## config.mk

```make
export PLATFORM = sky130hd
export DESIGN_NAME = step_debouncer
export DESIGN_NICKNAME = d
export VERILOG_FILES = /design/src/rtl/step_debouncer.sv
export SDC_FILE = /design/constraint.sdc
export NUM_CORES = 1
export LEC_CHECK = 0
export ABC_AREA = 1
export CORE_UTILIZATION = 45
export DETAILED_ROUTE_END_ITERATION = 10
export PLACE_DENSITY = 0.64
export SYNTH_ARGS = -nofsm -noshare
export SYNTH_HDL_FRONTEND = slang
export SYNTH_SLANG_ARGS = --single-unit
export TNS_END_PERCENT = 50
```

## constraint.sdc

```tcl
create_clock -name clk -period 2.7 [get_ports clk]
set_input_delay 0.675 -clock clk [delete_from_list [all_inputs] [get_ports clk]]
set_output_delay 0.675 -clock clk [all_outputs]
set_load 0.02 [all_outputs]
```

## src/rtl/step_debouncer.sv

```systemverilog
// step_debouncer: synchronises and debounces the single-step switch, emits
// one-cycle step pulses (one per press plus optional auto-repeat while held)
// and keeps a wrapping count of issued steps for the display.
module step_debouncer #(
  parameter int DEBOUNCE_CYCLES = 500000,
  parameter int REPEAT_DELAY    = 25000000,
  parameter int REPEAT_PERIOD   = 5000000
) (
  input  logic       clk,
  input  logic       rst,
  input  logic       sw_raw,
  input  logic       repeat_en,
  output logic       sw_level,
  output logic       step,
  output logic [7:0] step_count
);

  // A period of 1 would make back-to-back pulses; the same holds for a delay
  // of 1 right after the press step, so both are held to at least 2.
  localparam int PER_EFF = (REPEAT_PERIOD < 2) ? 2 : REPEAT_PERIOD;
  localparam int DLY_EFF = (REPEAT_DELAY  < 2) ? 2 : REPEAT_DELAY;
  localparam int REP_MAX = DLY_EFF + PER_EFF;

  localparam int DB_W  = $clog2(DEBOUNCE_CYCLES + 1) + 1;
  localparam int REP_W = $clog2(REP_MAX + 1) + 1;

  localparam logic [DB_W-1:0]  DB_LAST  = DB_W'(DEBOUNCE_CYCLES);
  localparam logic [REP_W-1:0] REP_DLY  = REP_W'(DLY_EFF);
  localparam logic [REP_W-1:0] REP_WRAP = REP_W'(REP_MAX);

  typedef enum logic [1:0] {
    RELEASED,
    PRESS_WAIT,
    PRESSED,
    RELEASE_WAIT
  } state_t;

  state_t           state;
  logic             sync1, sw_sync;
  logic [DB_W-1:0]  db_cnt;
  logic [REP_W-1:0] rep_cnt;
  logic [REP_W-1:0] rep_nxt;

  assign rep_nxt = rep_cnt + REP_W'(1);

  // Two-flop synchroniser for the asynchronous switch input.
  always_ff @(posedge clk) begin
    if (rst) begin
      sync1   <= 1'b0;
      sw_sync <= 1'b0;
    end else begin
      sync1   <= sw_raw;
      sw_sync <= sync1;
    end
  end

  // Debounce / repeat FSM; every output is a register written here.
  always_ff @(posedge clk) begin
    if (rst) begin
      state      <= RELEASED;
      db_cnt     <= '0;
      rep_cnt    <= '0;
      sw_level   <= 1'b0;
      step       <= 1'b0;
      step_count <= '0;
    end else begin
      step <= 1'b0;
      case (state)
        RELEASED: begin
          if (sw_sync) begin
            state  <= PRESS_WAIT;
            db_cnt <= DB_W'(1);
          end
        end
        PRESS_WAIT: begin
          if (!sw_sync) begin
            state <= RELEASED;
          end else if (db_cnt == DB_LAST) begin
            state      <= PRESSED;
            sw_level   <= 1'b1;
            rep_cnt    <= '0;
            step       <= 1'b1;
            step_count <= step_count + 8'd1;
          end else begin
            db_cnt <= db_cnt + DB_W'(1);
          end
        end
        PRESSED: begin
          if (!sw_sync) begin
            state  <= RELEASE_WAIT;
            db_cnt <= DB_W'(1);
          end else if (!repeat_en) begin
            rep_cnt <= '0;
          end else if (rep_nxt == REP_WRAP) begin
            // Fold back to the delay point so the counter never grows past
            // delay+period while the button stays held.
            rep_cnt    <= REP_DLY;
            step       <= 1'b1;
            step_count <= step_count + 8'd1;
          end else begin
            rep_cnt <= rep_nxt;
            if (rep_nxt == REP_DLY) begin
              step       <= 1'b1;
              step_count <= step_count + 8'd1;
            end
          end
        end
        RELEASE_WAIT: begin
          if (sw_sync) begin
            state   <= PRESSED;
            rep_cnt <= '0;
          end else if (db_cnt == DB_LAST) begin
            state    <= RELEASED;
            sw_level <= 1'b0;
          end else begin
            db_cnt <= db_cnt + DB_W'(1);
          end
        end
        default: state <= RELEASED;
      endcase
    end
  end

endmodule
```

==> results.tsv <==
stage	metric	value	unit
run_status	status	finished, final reports clean	
sta	Setup-failing EPs final	0	
yosys	Synth cell types	36	
clock_tree	Clock Path Buffers	2	
global_route	largest net degree at the start of global routing	39	
sta	clock period minus final worst setup slack	2.51	ns
pwr	Comb pwr share	0.291	
die	row count	34	
setup_path	crit path launch	rep_cnt[1]	
die	Total Die Area	9300	sq um
placement	Cell Area, Placed	4280	sq um
pwr	sw frac	0.374	
global_route	initial antenna violation count	0	
sta	Clock Skews	0.0125	ns
global_route	vias in the first global route	3469	
pwr	sw power	0.000976	W
setup_path	Crit path largest cell delay	0.39	ns
die	io pins	14	
sta	fin. max-slew vios	0	
clock_tree	TritonCTS buffer count	9	
yosys	asr flop ratio synth	0	
setup_path	Worst R2R Start	rep_cnt[1]	
setup_path	critical path endpoint category	flip-flop	
setup_path	WS Path Type	reg -> reg	
setup_path	Critical Path Fanout Max	16	
clock_tree	clock sink count	60	
yosys	top_reg_cell synth	dfxtp_1	
pwr	peak supply drop	0.000314	V
drt	initial DRC count	245	
setup_path	CP max-delay cell	dfxtp_1	
global_route	gr usage total	0.224	
finish	Layout Cell Area excl Fill	4500	sq um
drt	Routed WL per cell	12.4	um
drt	drt drc	0	
placement	DP Wirelength	7170	um
die	DIE WIDTH	96.4	um
placement	Buffers on Ports	13	
pwr	Pint	0.00163	W
drt	DRT Wirelength	9660	um
die	starting density of the core	0.463	
sta	RSZ-0062 raised after global routing	no	
drt	Via Count	4040	
sta	Hold Vio Cnt, Final	0	
pwr	P per Cell Area	580	nW/um^2
finish	fraction of layout cells with a size suffix above 1	0.0910	
yosys	top-area cell type share of the netlist area	0.299	
setup_path	CP Cell Sequence	ha_2 -> nand2_2 -> nor2_8 -> nand2_2 -> nor2_1 -> nand2_1 -> xor2_1 -> nand2_1 -> nor2_2 -> nand3_4 -> nand2_2 -> nand2_2 -> nand2_8 -> nand3_1 -> nand2_1 -> nor2_1	
clock_tree	Worst-Skew Late Latency	0.35	ns
clock_tree	CTS tree	done	
pwr	clock power share	0.333	
pwr	Seq pwr share	0.376	
min_path	worst hold path type	reg -> reg	
global_route	remaining global-route overflow	0	
finish	ANT cells	0	
flow_run	max cap viols	0	
sta	fmax	399	MHz
yosys	post-synthesis register bit count	60	
setup_path	worst reg-to-reg path cell count	16	
clock_tree	clock-pin transition on the worst setup and hold timing paths	0.08	ns
yosys	warnings from Yosys	0	
finish	area delta synth->final	12.2	%
yosys	register area share after synthesis	0.299	
clock_tree	Hold Buf Count CTS	0	
die	core area	8680	sq um
clock_tree	CTS root buffer	clkbuf_8	
yosys	Synth Cell Area	4010	sq um
sta	Slew HR	0.665	
sta	Worst-Margin Slew	0.498	ns
setup_path	critical path arrival	2.75	ns
finish	Final #Nets	677	
setup_path	crit-path most repeated cell	nand2_2	
finish	FF/Latch Area	1200	sq um
yosys	syn nets	658	
sta	setup TNS	0	ns
sta	period utilization	0.928	
placement	gpl congestion	0.899	
setup_path	required time of the worst setup path	2.95	ns
drt	via/cell ratio	5.19	
min_path	hold-critical path depth	2	
die	Vert. Die Dim	96.4	um
pwr	Static Leakage	1.79	nW
yosys	Avg Inst Size Synth	6.21	sq um
drt	Post-DRT Antenna Nets	0	
yosys	largest cells by area after synthesis	dfxtp_1 30%, nand2_1 19%, nor2_1 6.8%	
finish	fill cell count	885	
setup_path	flop-to-flop setup slack	0.19	ns
yosys	leading area contributor after synthesis	dfxtp_1	
finish	multi-input logic area	2480	sq um
yosys	Syn Inst Count	646	
setup_path	crit start category	flip-flop	
setup_path	r2r endpoint	step_count[1]	
setup_path	capture point of the critical path	step_count[1]	
yosys	Post-synth EDFFs	0	
clock_tree	CTS H-tree lvls	3	
drt	DRT Pass-1 Iters	4	
global_route	first-pass GRT wire length	16100	um
-- power by group through the flow --
| stage | Clock [W] | Combinational (W) | Sequential (W) |
|---|---|---|---|
| after floorplan | 0 | 0.000518 | 0.00100 |
| after global placement | 0 | 0.000730 | 0.000997 |
| after detailed placement | 0 | 0.000742 | 0.00100 |
| after CTS | 0.000894 | 0.000749 | 0.000980 |
| after global routing | 0.000931 | 0.000859 | 0.000989 |
| final | 0.000868 | 0.000761 | 0.000981 |
-- layer usage --
metal / global-route usage / part of all wire / up-vias
met4: 0.0735 / 0.013 / 0
met1: 0.315 / 0.51 / 1815
met3: 0.0336 / 0.044 / 16
met5: 0 / 0 / -
li1: - / - / 2123
met2: 0.348 / 0.44 / 86
-- critical path: cells and delay by family, from the launching register on --
family	cells	cell delay, ns
XOR/XNOR	1	0.19
adder cells (fa/ha/maj)	1	0.23
flip-flops	1	0.39
AND/OR/NAND/NOR	14	1.59
-- sequential cells by signal (all words and copies together) (netlist names), named ones only --
signal and cells:
step_count 8, step 1, rep_cnt 26, sw_sync 1, db_cnt 20, sync1 1
sw_level 1, state 1
-- cell usage after synthesis (2+ instances only) --
| master | count |
|---|---|
| nand2_1 | 203 |
| nor2_1 | 73 |
| inv_1 | 70 |
| dfxtp_1 | 60 |
| nand3_1 | 46 |
| a21oi_1 | 44 |
| nor3_1 | 19 |
| o21ai_0 | 17 |
| nand4_1 | 14 |
| xor2_1 | 12 |
| clkbuf_1 | 11 |
| nor2_2 | 9 |
| ha_1 | 8 |
| nand2_2 | 8 |
| nor4_1 | 6 |
| nand3b_1 | 5 |
| nor2_4 | 5 |
| a22oi_1 | 4 |
| a31oi_1 | 3 |
| inv_2 | 3 |
| nand2_4 | 3 |
| o21ai_1 | 3 |
| xnor2_1 | 3 |
| a21oi_2 | 2 |
| buf_2 | 2 |
| nand3_4 | 2 |
| nor2_8 | 2 |
-- stage by stage --
step	cells	hold slack [ns]	utilization	setup WS (ns)	total power, W
after global placement	762	0.445	0.493	0.304	0.00173
after global routing	778	0.482	0.519	0.00974	0.00278
after floorplan	646	0.388	-	0.468	0.00152
after CTS	778	0.446	0.517	0.173	0.00262
final	778	0.445	0.519	0.194	0.00261
after detailed placement	762	0.444	0.493	0.196	0.00174
-- repair_timing --
action | CTS | global route
buffers inserted | 0 | 0
gates resized for setup | 0 | 2
endpoints found under the setup margin | 0 | 8
-- cells by family (layout without fill, tap and decap cells) --
group / count (synthesis) / count (layout) / share of synthesized area
XOR/XNOR: 15 / 15 / 0.0327
AND/OR/NAND/NOR: 398 / 398 / 0.453
AO/OA/AOI/OAI: 77 / 77 / 0.104
buffers and inverters: 88 / 112 / 0.0857
flip-flops: 60 / 60 / 0.299
adder cells (fa/ha/maj): 8 / 8 / 0.0249
-- how the worst min path moves through the flow --
stage | slack [ns] | end | from
after global placement | 0.44 | sw_sync | sync1
final | 0.44 | sw_sync | sync1
after detailed placement | 0.44 | sw_sync | sync1
after floorplan | 0.39 | sw_sync | sync1
after global routing | 0.48 | sw_sync | sync1
after CTS | 0.45 | sw_sync | sync1
-- cell type report --
type / count / area share
Clock buffer: 11 / 0.0336
Clock inverter: 5 / 0.0131
Inverter: 74 / 0.0617
Multi-Input combinational cell: 498 / 0.551
Sequential cell: 60 / 0.267
Tap cell: 108 / 0.0300
Timing Repair Buffer: 22 / 0.0439
-- layout by cell type, fill, tap and decap left out, types with 2 or more instances in the layout --
| master | count |
|---|---|
| a21oi_1 | 44 |
| a21oi_2 | 2 |
| a22oi_1 | 4 |
| a31oi_1 | 3 |
| buf_4 | 9 |
| clkbuf_8 | 11 |
| clkdlybuf4s50_1 | 13 |
| clkinvlp_4 | 2 |
| dfxtp_1 | 60 |
| ha_1 | 7 |
| inv_1 | 70 |
| inv_2 | 3 |
| nand2_1 | 203 |
| nand2_2 | 8 |
| nand2_4 | 2 |
| nand3_1 | 46 |
| nand3_4 | 2 |
| nand3b_1 | 5 |
| nand4_1 | 14 |
| nor2_1 | 73 |
| nor2_2 | 9 |
| nor2_4 | 5 |
| nor2_8 | 2 |
| nor3_1 | 19 |
| nor4_1 | 6 |
| o21ai_0 | 17 |
| o21ai_1 | 3 |
| xnor2_1 | 3 |
| xor2_1 | 12 |
(Power assumes the default switching activity.)
